File: src/rtl/mem_bus_arbiter.sv
// Arbitrates dcache/icache onto one memory port and routes returning
// load tags back to the requester that owns them.
module mem_bus_arbiter #(
    parameter int unsigned STARVE_LIMIT = 4
) (
    input  logic        clock,
    input  logic        reset,
    input  logic [1:0]  icache2mem_command,
    input  logic [63:0] icache2mem_addr,
    input  logic [1:0]  dcache2mem_command,
    input  logic [63:0] dcache2mem_addr,
    input  logic [63:0] dcache2mem_data,
    input  logic [3:0]  mem2proc_response,
    input  logic [63:0] mem2proc_data,
    input  logic [3:0]  mem2proc_tag,
    output logic [1:0]  proc2mem_command,
    output logic [63:0] proc2mem_addr,
    output logic [63:0] proc2mem_data,
    output logic [3:0]  mem2icache_response,
    output logic [3:0]  mem2dcache_response,
    output logic [3:0]  mem2icache_tag,
    output logic [3:0]  mem2dcache_tag,
    output logic [63:0] mem2icache_data,
    output logic [63:0] mem2dcache_data,
    output logic [4:0]  icache_outstanding,
    output logic [4:0]  dcache_outstanding,
    output logic        tag_error
);

    localparam logic [1:0] BUS_LOAD = 2'd1;
    localparam logic [7:0] LIMIT    = 8'(STARVE_LIMIT);

    // Bit 0 of the owner table is never set: tag 0 means "no tag".
    logic [15:0] owner_valid_q, owner_valid_d;
    logic [15:0] owner_dc_q, owner_dc_d;
    logic [7:0]  starve_cnt_q, starve_cnt_d;
    logic        tag_error_q, tag_error_d;

    logic icache_req;
    logic dcache_req;
    logic force_i;
    logic gnt_i;
    logic gnt_d;
    logic accepted;
    logic ret_hit;

    always_comb begin
        icache_req = (icache2mem_command != 2'd0);
        dcache_req = (dcache2mem_command != 2'd0);
        force_i    = icache_req && (starve_cnt_q >= LIMIT);
        gnt_d      = dcache_req && !force_i;
        gnt_i      = icache_req && !gnt_d;
        accepted   = (mem2proc_response != 4'd0);
    end

    always_comb begin
        proc2mem_command    = 2'd0;
        proc2mem_addr       = 64'd0;
        proc2mem_data       = 64'd0;
        mem2icache_response = 4'd0;
        mem2dcache_response = 4'd0;
        if (gnt_d) begin
            proc2mem_command    = dcache2mem_command;
            proc2mem_addr       = dcache2mem_addr;
            proc2mem_data       = dcache2mem_data;
            mem2dcache_response = mem2proc_response;
        end else if (gnt_i) begin
            proc2mem_command    = icache2mem_command;
            proc2mem_addr       = icache2mem_addr;
            mem2icache_response = mem2proc_response;
        end
    end

    always_comb begin
        ret_hit        = (mem2proc_tag != 4'd0) && owner_valid_q[mem2proc_tag];
        mem2icache_tag = 4'd0;
        mem2dcache_tag = 4'd0;
        if (ret_hit) begin
            if (owner_dc_q[mem2proc_tag]) begin
                mem2dcache_tag = mem2proc_tag;
            end else begin
                mem2icache_tag = mem2proc_tag;
            end
        end
    end

    assign mem2icache_data = mem2proc_data;
    assign mem2dcache_data = mem2proc_data;
    assign tag_error       = tag_error_q;

    always_comb begin
        owner_valid_d = owner_valid_q;
        owner_dc_d    = owner_dc_q;
        tag_error_d   = tag_error_q;
        starve_cnt_d  = starve_cnt_q;

        // Retire first so a same-cycle reissue of the tag wins.
        if (mem2proc_tag != 4'd0) begin
            if (!owner_valid_q[mem2proc_tag]) begin
                tag_error_d = 1'b1;
            end
            owner_valid_d[mem2proc_tag] = 1'b0;
        end
        if ((proc2mem_command == BUS_LOAD) && accepted) begin
            owner_valid_d[mem2proc_response] = 1'b1;
            owner_dc_d[mem2proc_response]    = gnt_d;
        end

        if (!icache_req || (gnt_i && accepted)) begin
            starve_cnt_d = 8'd0;
        end else if (starve_cnt_q != 8'hFF) begin
            starve_cnt_d = starve_cnt_q + 8'd1;
        end
    end

    always_comb begin
        icache_outstanding = 5'd0;
        dcache_outstanding = 5'd0;
        for (int i = 1; i < 16; i++) begin
            if (owner_valid_q[i]) begin
                if (owner_dc_q[i]) begin
                    dcache_outstanding = dcache_outstanding + 5'd1;
                end else begin
                    icache_outstanding = icache_outstanding + 5'd1;
                end
            end
        end
    end

    always_ff @(posedge clock) begin
        if (reset) begin
            owner_valid_q <= 16'd0;
            owner_dc_q    <= 16'd0;
            starve_cnt_q  <= 8'd0;
            tag_error_q   <= 1'b0;
        end else begin
            owner_valid_q <= owner_valid_d;
            owner_dc_q    <= owner_dc_d;
            starve_cnt_q  <= starve_cnt_d;
            tag_error_q   <= tag_error_d;
        end
    end

endmodule

File: config.mk
export PLATFORM = sky130hd
export DESIGN_NAME = mem_bus_arbiter
export DESIGN_NICKNAME = d
export VERILOG_FILES = /design/src/rtl/mem_bus_arbiter.sv
export SDC_FILE = /design/constraint.sdc
export NUM_CORES = 1
export LEC_CHECK = 0
export CELL_PAD_IN_SITES_DETAIL_PLACEMENT = 2
export CELL_PAD_IN_SITES_GLOBAL_PLACEMENT = 2
export CORE_MARGIN = 2
export CORE_UTILIZATION = 17
export DETAILED_ROUTE_END_ITERATION = 12
export PLACE_DENSITY_LB_ADDON = 0.1
export SYNTH_ARGS = -nofsm -noshare
export SYNTH_HDL_FRONTEND = slang
export SYNTH_SLANG_ARGS = --single-unit
export TNS_END_PERCENT = 100
File: constraint.sdc
create_clock -name clock -period 12.4 [get_ports clock]
set_input_delay 2.48 -clock clock [delete_from_list [all_inputs] [get_ports clock]]
set_output_delay 2.48 -clock clock [all_outputs]
set_load 0.05 [all_outputs]
* After elaboration in Yosys (flattened, before gate mapping)
Cells that the tools add are included.
** Operators by class
- $add $sub $neg :: 29
- Order comparisons :: 5
- Eq/ne operators :: 2
- Muxes and demuxes :: 83
- Bitwise operators :: 4
- Reductions and logical operators :: 18
** Operators by type and width (number)
- two-way mux 5 bit :: 56
- two-way mux 64 bit :: 3
- adder 5 x 1 -> 5 bit, second input constant :: 28
- two-way mux 16 bit :: 2
- two-way mux 4 bit :: 7
- bitwise AND 16 bit :: 1
- bitwise mux 16 bit :: 1
- inverter 16 bit :: 1
- OR 16 bit :: 1
- less-than comparator 4 x 5 -> 1 bit, second input constant :: 2
- adder 8 x 1 -> 8 bit, second input constant :: 1
- binary-select mux 1 bit (select 4 bit) :: 2
- demux 1 bit (select 4 bit) :: 2
- greater-or-equal comparator 4 x 1 -> 1 bit, second input constant :: 2
- greater-or-equal comparator 8 x 3 -> 1 bit, second input constant :: 1
- logical AND 1 bit :: 8
- two-way mux 1 bit :: 8
- != test 8 bit, second input constant :: 1
- nonzero test 4 bit :: 2
- two-way mux 2 bit :: 2
- nonzero test 2 bit :: 2
- zero test 1 bit :: 3
- equality test 2 x 1 -> 1 bit, second input constant :: 1
- AND reduction 2 bit :: 1
- 3 further kinds :: 3
** Storage, ports and cells
- Bits in registers :: 41
- Input bits :: 270
- Output and inout bits :: 285
- Word-level logic and storage cells :: 145

* Depth between registers and ports, before layout
Gate-level depths: netlist of the first run.
- Depth in word-level cells :: 44
- Gate-level depth with buffers :: 45
- Gate-level depth less buffers :: 45

* Worst setup path after synthesis of the first run
OpenSTA, ideal clock, no wires.
- Path type :: reg2out
- From :: register owner_valid_q[1]
- To :: output icache_outstanding[4]
- Data arrival time :: 8.145 ns
- Required time :: 9.920 ns
- Setup slack :: 1.775 ns
- Cell stages (with the launch flop) :: 43
- Path buffers :: 1
- Path through :: dfxtp_1 -> nor2b_4 -> ha_1 -> mux2i_4 -> inv_1 -> ha_1 -> and3b_1 -> a21o_1 -> clkbuf_1 -> xnor2_1 -> ha_1 -> or3b_2 -> a21oi_1 -> a31oi_1 -> xor2_1 -> mux2_2 -> ha_1 -> o21a_1 -> [... 7 more ...] -> xor2_1 -> nor2_1 -> nor2_1 -> ha_1 -> a21oi_1 -> o31ai_1 -> and2_2 -> o21a_1 -> a31oi_1 -> ha_1 -> nor2_1 -> a31oi_1 -> ha_1 -> a21oi_1 -> o22ai_1 -> mux2i_1 -> xnor3_1 -> xor2_1
** Between the ends
- Cells in the longest elaborated chain, start to end :: 43
** RTL lines
- start, declared :: line 34 : logic [15:0] owner_valid_q, owner_valid_d;
- start signal, assigned :: line 137 : owner_valid_q <= owner_valid_d;
- two-way mux 1 bit (*) :: line 120 : if (owner_valid_q[i]) begin
- adder 5 x 1 -> 5 bit :: line 124 : icache_outstanding = icache_outstanding + 5'd1;
- two-way mux 5 bit :: line 121 : if (owner_dc_q[i]) begin
- two-way mux 5 bit (*) :: line 120
- adder 5 x 1 -> 5 bit :: line 124
- two-way mux 5 bit :: line 121
- two-way mux 5 bit (*) :: line 120
- adder 5 x 1 -> 5 bit :: line 124
- [... 27 more ...]
- two-way mux 5 bit :: line 121
- two-way mux 5 bit (*) :: line 120
- adder 5 x 1 -> 5 bit :: line 124
- two-way mux 5 bit :: line 121
- two-way mux 5 bit (*) :: line 120
- adder 5 x 1 -> 5 bit :: line 124
- two-way mux 5 bit :: line 121
- two-way mux 5 bit (*) :: line 120
- end, declared :: line 25 : output logic [4:0] icache_outstanding,
Mark *: on every way between the ends. The rest lies on a longest branch, timed or not.

* Worst setup path in the final report of the first run
- From :: register owner_dc_q[1]
- To :: output dcache_outstanding[4]
** Between the ends
- Cells in the longest elaborated chain, start to end :: 44
** RTL lines
- start, declared :: line 35 : logic [15:0] owner_dc_q, owner_dc_d;
- start signal, assigned :: line 138 : owner_dc_q <= owner_dc_d;
- two-way mux 1 bit (*) :: line 121
- two-way mux 1 bit (*) :: line 120
- adder 5 x 1 -> 5 bit :: line 122 : dcache_outstanding = dcache_outstanding + 5'd1;
- two-way mux 5 bit :: line 121
- two-way mux 5 bit (*) :: line 120
- adder 5 x 1 -> 5 bit :: line 122
- two-way mux 5 bit :: line 121
- two-way mux 5 bit (*) :: line 120
- [... 28 more ...]
- two-way mux 5 bit :: line 121
- two-way mux 5 bit (*) :: line 120
- adder 5 x 1 -> 5 bit :: line 122
- two-way mux 5 bit :: line 121
- two-way mux 5 bit (*) :: line 120
- adder 5 x 1 -> 5 bit :: line 122
- two-way mux 5 bit :: line 121
- two-way mux 5 bit (*) :: line 120
- end, declared :: line 26 : output logic [4:0] dcache_outstanding,
Marks and branches as above.

==> metrics.csv, run 1 <==
stage,metric,value,unit
synthesis,Synth Flop Type,dfxtp_1,
synthesis,synthesized instance count,1148,
floorplanning,Starting Density,17.1,%
synthesis,Post-synth EDFFs,0,
cells_and_area,final-stage net count,1634,
routing,drt total wl,44000,um
global_routing,vias in the first global route,9126,
timing,min Tclk post-route,11520,ps
routing,DRT antenna net count,0,
synthesis,Avg Synthesized Cell Area,6.91,um^2
routing,drt wl/cell,22.6,um
timing,Slew @ Worst Pin,971,ps
synthesis,Post-Syn Area,7930,um^2
outcome,status,"finished, final reports clean",
synthesis,largest cells by area after synthesis,"buf_4 12%, nand2_1 10%, dfxtp_1 10%, xnor2_1 6.5%, and2_1 6.2%",
critical_path,CP Launch Type,flop,
pwr,LEAKAGE,4.57,nW
critical_path,worst-path maximum fanout,6,
worst_hold_path,Hold Path Class,reg -> reg,
floorplanning,Core Region,46300,um^2
critical_path,Arrival @ worst endpoint,9040,ps
clocking,clk_lat worst skew,290,ps
critical_path,CP max stage cell,clkdlybuf4s50_1,
synthesis,post-synthesis sequential area ratio,10.4,%
floorplanning,# rows,79,
synthesis,syn_nets,1448,
floorplanning,Die X-Extent,220,um
place,placed insts,1934,
synthesis,Synth Register Bits,41,
routing,vias per cell,4.43,
critical_path,Reg2Reg Capture Point,owner_dc_q[5],
pwr,Pwr Density,57.6,nW/um^2
critical_path,Critical Path RT,9920,ps
timing,Max Freq,0.0868,GHz
job,Max-cap violations,0,
critical_path,R2R Setup Slk,9070,ps
critical_path,CP Launch Point,owner_dc_q[1],
place,"Cell Area, Placed",11200,um^2
clocking,CTS Buffer Depth,2,
timing,Clock Skews,7.31,ps
cells_and_area,Finished Cell Area,11300,um^2
clocking,"Hold-fix buffers, CTS",0,
synthesis,Ys Warns,0,
clocking,CTS Buf Count,5,
timing,RSZ-0062 raised after global routing,no,
critical_path,CP most frequent cell,ha_1,
synthesis,asr flop ratio synth,0,%
routing,vias,8615,
place,hpwl dp,37400,um
cells_and_area,ratio of cells with drive above 1 in the final layout,5.39,%
timing,"Slew Viols, Final",0,
timing,final setup TNS,0,ps
global_routing,Total GRT Usage,17.7,%
routing,TritonRoute pass-1 iters,4,
timing,Final Setup Violations,0,
critical_path,crit-path max cell delay,810,ps
global_routing,largest net degree at the start of global routing,80,
timing,Max-Slew Margin vs Limit,34.7,%
timing,period utilization,92.9,%
synthesis,Yosys top cell area share,12.2,%
global_routing,first-pass GRT wire length,63600,um
routing,DRC viols,0,
global_routing,grt ovf,0,
place,routability cong.,0.806,
pwr,Max VDD drop,0.0000394,V
clocking,cts repair resizes,0,
synthesis,most common cell in the netlist,nand2_1,
clocking,postcts setup bufs,0,
cells_and_area,Layout Cells excl Fill,1946,
timing,hold slack final,473,ps
synthesis,Synth top cells by count,"221 x nand2_1, 129 x buf_4, 89 x nand3_1, 79 x and2_1, 79 x nor2_1",
critical_path,Setup crit end,dcache_outstanding[4],
critical_path,reg2reg start,starve_cnt_q[3],
floorplanning,Die ar.,48400,um^2
critical_path,Crit. End Element,output pin,
floorplanning,Top-Level Pins,555,
synthesis,Synth cell types,83,
clocking,CTS tree,done,
floorplanning,Die Span Y,220,um
timing,final count of hold timing violations,0,
place,Port Buffers,362,
critical_path,R2R cell count,6,
clocking,root buffer cell,clkbuf_16,
cells_and_area,area grow syn2layout,42.9,%
critical_path,critical path type,reg -> out,
routing,First DRT Iteration DRCs,320,
cells_and_area,final core occ,24.5,%
clocking,Clock Sinks,41,
synthesis,cell taking the most area after synthesis,buf_4,
clocking,H-tree levels,2,
clocking,clk slew on worst S/H paths,60,ps
global_routing,initial antenna violation count,19,
## registers in the layout, summed over array words and instances, names as in the netlist
register / count
tag_error: 1
owner_valid_q: 16
owner_dc_q: 16
starve_cnt_q: 8
## area by class of cell
cell class,instances,area (um^2)
antenna,4,10.0
clock buffer,7,153
clock inverter,1,5.00
fill,5466,34900
inverter,21,78.8
multi-input combinational,896,5830
sequential,41,821
tap,607,759
timing repair buffer,369,3680
## cell usage in the layout, fill, tap and decap left out, types with 4 or more instances in the layout
cell / netlist / routed
a211oi_1: 5 / 5
a21oi_1: 51 / 50
a31oi_1: 9 / 9
and2_1: 79 / 79
and3_1: 19 / 19
buf_4: 129 / 7
clkbuf_16: 0 / 5
clkdlybuf4s50_1: 0 / 358
dfxtp_1: 41 / 41
diode_2: 0 / 4
ha_1: 30 / 30
inv_1: 21 / 21
maj3_1: 4 / 4
mux2_2: 7 / 7
mux2i_1: 13 / 13
mux4_2: 8 / 8
nand2_1: 221 / 221
nand2b_1: 10 / 10
nand3_1: 89 / 89
nand3b_1: 9 / 9
nand4_1: 11 / 11
nor2_1: 79 / 79
nor2b_1: 14 / 14
nor3_1: 16 / 16
nor3b_1: 7 / 7
o21ai_0: 35 / 35
o31ai_1: 8 / 8
or2_2: 4 / 4
xnor2_1: 59 / 59
xnor2_2: 4 / 4
xnor3_1: 4 / 4
xnor3_2: 4 / 4
xor2_1: 22 / 22
xor2_2: 6 / 6
## cells by family (layout without fill, tap and decap cells)
group                    after synthesis  in the layout  synth area share, %
AND/OR/NAND/NOR                      583            583                 35.7
AO/OA/AOI/OAI                        144            144                 11.3
flip-flops                            41             41                 10.4
adder cells (fa/ha/maj)               34             34                 5.24
other                                  0              4                    0
buffers and inverters                211            398                 16.5
multiplexers                          30             30                 5.52
XOR/XNOR                             105            105                 15.4
## how the worst min path moves through the flow
stage | from | end | slack [ps] | cells after the start
2_1_floorplan | owner_dc_q[0] | owner_dc_q[0] | 430 | 1
3_3_place_gp | owner_dc_q[0] | owner_dc_q[0] | 470 | 1
3_5_place_dp | owner_dc_q[0] | owner_dc_q[0] | 470 | 1
4_1_cts | owner_dc_q[0] | owner_dc_q[0] | 480 | 1
5_1_grt | owner_dc_q[0] | owner_dc_q[0] | 480 | 1
6_report | owner_dc_q[0] | owner_dc_q[0] | 470 | 1
## worst max-delay path: cells and delay by family (launching register included)
family / cells / cell delay (ps)
flip-flops: 1 / 410
adder cells (fa/ha/maj): 8 / 2170
XOR/XNOR: 4 / 660
buffers and inverters: 3 / 1010
multiplexers: 1 / 170
AND/OR/NAND/NOR: 15 / 2290
AO/OA/AOI/OAI: 12 / 2020
## metrics by stage
step	setup slack, ps	total power [mW]
global route	87.2	0.684
detailed placement	633	0.518
finish	885	0.653
global placement	981	0.516
CTS	282	0.664
floorplan	1770	0.452
## report_power, final
group / total [mW] / leakage (nW) / switching [mW] / internal [mW]
Combinational: 0.373 / 4.16 / 0.227 / 0.146
Clock: 0.142 / 0.0799 / 0.0569 / 0.0854
Sequential: 0.137 / 0.331 / 0.00350 / 0.134
Total: 0.653 / 4.57 / 0.288 / 0.365
## metal layers
layer / routed length (um) / up-vias / GRT usage (%)
met5: 76 / - / 0
met3: 5030 / 28 / 7.95
li1: - / 4113 / -
met1: 19900 / 4124 / 23.9
met4: 189 / 12 / 1.66
met2: 18800 / 338 / 26.8
Power figures use the tool's default switching activity.
==> run 2: changes to the inputs <==
--- a/config.mk
+++ b/config.mk
@@ -11,6 +11,7 @@
 export CORE_UTILIZATION = 17
 export DETAILED_ROUTE_END_ITERATION = 12
 export PLACE_DENSITY_LB_ADDON = 0.1
+export SLEW_MARGIN = 15
 export SYNTH_ARGS = -nofsm -noshare
 export SYNTH_HDL_FRONTEND = slang
 export SYNTH_SLANG_ARGS = --single-unit
==> results of run 2 <==
Same layout as run 1: the final DEF is identical, and so are final timing and power.
==> run 3: changes to the inputs <==
--- a/config.mk
+++ b/config.mk
@@ -5,7 +5,7 @@
 export SDC_FILE = /design/constraint.sdc
 export NUM_CORES = 1
 export LEC_CHECK = 0
-export CELL_PAD_IN_SITES_DETAIL_PLACEMENT = 2
+export CELL_PAD_IN_SITES_DETAIL_PLACEMENT = 1
 export CELL_PAD_IN_SITES_GLOBAL_PLACEMENT = 2
 export CORE_MARGIN = 2
 export CORE_UTILIZATION = 17
==> metrics.csv, run 3 (synthesized netlist as in run 1, its figures left out) <==
stage,metric,value,unit
timing,Setup WS post-layout,724,ps
timing,"Slew Viols, Final",0,
critical_path,Setup crit end,icache_outstanding[1],
pwr,Max VDD drop,0.0000436,V
critical_path,Reg2Reg Capture Point,owner_dc_q[14],
clocking,CTS tree,done,
global_routing,grt ovf,0,
cells_and_area,biggest regs,"owner_dc_q x16, owner_valid_q x16, starve_cnt_q x8",
cells_and_area,Layout Cells excl Fill,1944,
critical_path,Arrival @ worst endpoint,9200,ps
timing,min Tclk post-route,11680,ps
place,placed insts,1934,
global_routing,first-pass GRT wire length,60700,um
global_routing,initial antenna violation count,15,
pwr,internal power,0.365,mW
clocking,CTS Buf Count,5,
timing,hold slack final,484,ps
routing,drt total wl,42400,um
floorplanning,Starting Density,17.1,%
place,hpwl dp,36100,um
floorplanning,Core Region,46300,um^2
cells_and_area,"most common cell after layout, fill and taps aside",clkdlybuf4s50_1,
critical_path,R2R cell count,9,
routing,DRT antenna net count,0,
pwr,Switching Power,0.287,mW
clocking,postcts setup bufs,0,
worst_hold_path,Hold Path Class,reg -> reg,
timing,Max-Slew Margin vs Limit,38.2,%
floorplanning,Die X-Extent,220,um
clocking,H-tree levels,2,
critical_path,critical path type,reg -> out,
pwr,LEAKAGE,4.55,nW
floorplanning,Top-Level Pins,555,
critical_path,CP Launch Point,owner_valid_q[1],
clocking,"Hold-fix buffers, CTS",0,
pwr,PnR Total Power,0.652,mW
global_routing,Total GRT Usage,17.0,%
clocking,clk slew on worst S/H paths,60,ps
cells_and_area,final-stage net count,1634,
floorplanning,Die Span Y,220,um
critical_path,CP most frequent cell,ha_1,
critical_path,CP Launch Type,flop,
cells_and_area,Finished Cell Area,11300,um^2
cells_and_area,most frequent cells in the layout,"360 x clkdlybuf4s50_1, 221 x nand2_1, 89 x nand3_1",
timing,Final Setup Violations,0,
timing,Slew @ Worst Pin,925,ps
timing,RSZ-0062 raised after global routing,no,
timing,final count of hold timing violations,0,
critical_path,Crit. End Element,output pin,
clocking,clk_lat worst skew,290,ps
clocking,root buffer cell,clkbuf_16,
critical_path,crit-path max cell delay,700,ps
timing,Max Freq,0.0856,GHz
clocking,CTS Buffer Depth,2,
cells_and_area,ratio of cells with drive above 1 in the final layout,5.24,%
place,Port Buffers,362,
routing,drt wl/cell,21.8,um
routing,vias,8545,
job,Max-cap violations,0,
floorplanning,Die ar.,48400,um^2
pwr,power share of the sequential group,21.0,%
critical_path,worst-path maximum fanout,7,
pwr,Pwr Density,57.6,nW/um^2
cells_and_area,fill cell count,5630,
place,"Cell Area, Placed",11200,um^2
outcome,status,"finished, final reports clean",
global_routing,largest net degree at the start of global routing,80,
pwr,Clock Power Share,21.9,%
cells_and_area,final core occ,24.5,%
critical_path,reg2reg start,starve_cnt_q[3],
timing,period utilization,94.2,%
pwr,Gate power share,57.1,%
critical_path,Critical Path RT,9920,ps
global_routing,vias in the first global route,8742,
clocking,Clock Sinks,41,
critical_path,R2R Setup Slk,9140,ps
routing,DRC viols,0,
place,routability cong.,0.806,
place,pre-CTS setup slack,777,ps
floorplanning,# rows,79,
timing,final setup TNS,0,ps
pwr,switching share of power,44.0,%
routing,TritonRoute pass-1 iters,5,
routing,First DRT Iteration DRCs,291,
routing,vias per cell,4.40,
timing,Clock Skews,4.47,ps
critical_path,CP max stage cell,clkdlybuf4s50_1,
cells_and_area,area grow syn2layout,42.8,%
[run 3: critical path: cells and delay by family (launching register included)]
kind	cells	cell delay (ps)
adders and majority gates	9	2440
and+or+nand+nor	10	1580
DFF	1	370
xor gates and xnor gates	4	800
AOI/OAI and AO/OA	11	1810
muxes	4	1130
buffers and inverters	2	780
[run 3: power by group through the flow]
stage	clock (mW)	combinational [mW]	sequential, mW
3_3_place_gp	0	0.376	0.140
3_5_place_dp	0	0.376	0.140
5_1_grt	0.152	0.393	0.137
6_report	0.143	0.373	0.137
4_1_cts	0.147	0.378	0.137
2_1_floorplan	0	0.314	0.139
[run 3: area by class of cell]
| type | instances | area (um^2) | share of cell area [%] |
|---|---|---|---|
| multi-input combinational | 896 | 5820 | 51.4 |
| timing repair buffer | 369 | 3680 | 32.5 |
| sequential | 41 | 821 | 7.25 |
| tap | 607 | 759 | 6.71 |
| clock buffer | 7 | 153 | 1.35 |
| inverter | 21 | 78.8 | 0.696 |
| clock inverter | 1 | 5.00 | 0.0442 |
| antenna | 2 | 5.00 | 0.0442 |
[run 3: how the worst min path moves through the flow]
stage	depth (start not counted)	from	to	slack, ps
5_1_grt	1	owner_dc_q[0]	owner_dc_q[0]	490
2_1_floorplan	1	owner_dc_q[0]	owner_dc_q[0]	430
3_5_place_dp	1	owner_dc_q[0]	owner_dc_q[0]	470
6_report	1	owner_dc_q[0]	owner_dc_q[0]	480
3_3_place_gp	1	owner_dc_q[0]	owner_dc_q[0]	470
4_1_cts	1	owner_dc_q[0]	owner_dc_q[0]	480
[run 3: routing by layer]
metal  wire (um)  track usage, %
met4         355            2.13
met1       19700            23.2
met3        4750            7.95
met5          62               0
met2       17500            24.8
[run 3: what timing repair did]
action,in CTS,in global routing
endpoints found under the hold margin,0,0
setup endpoints to repair,0,2
resized for setup,0,2
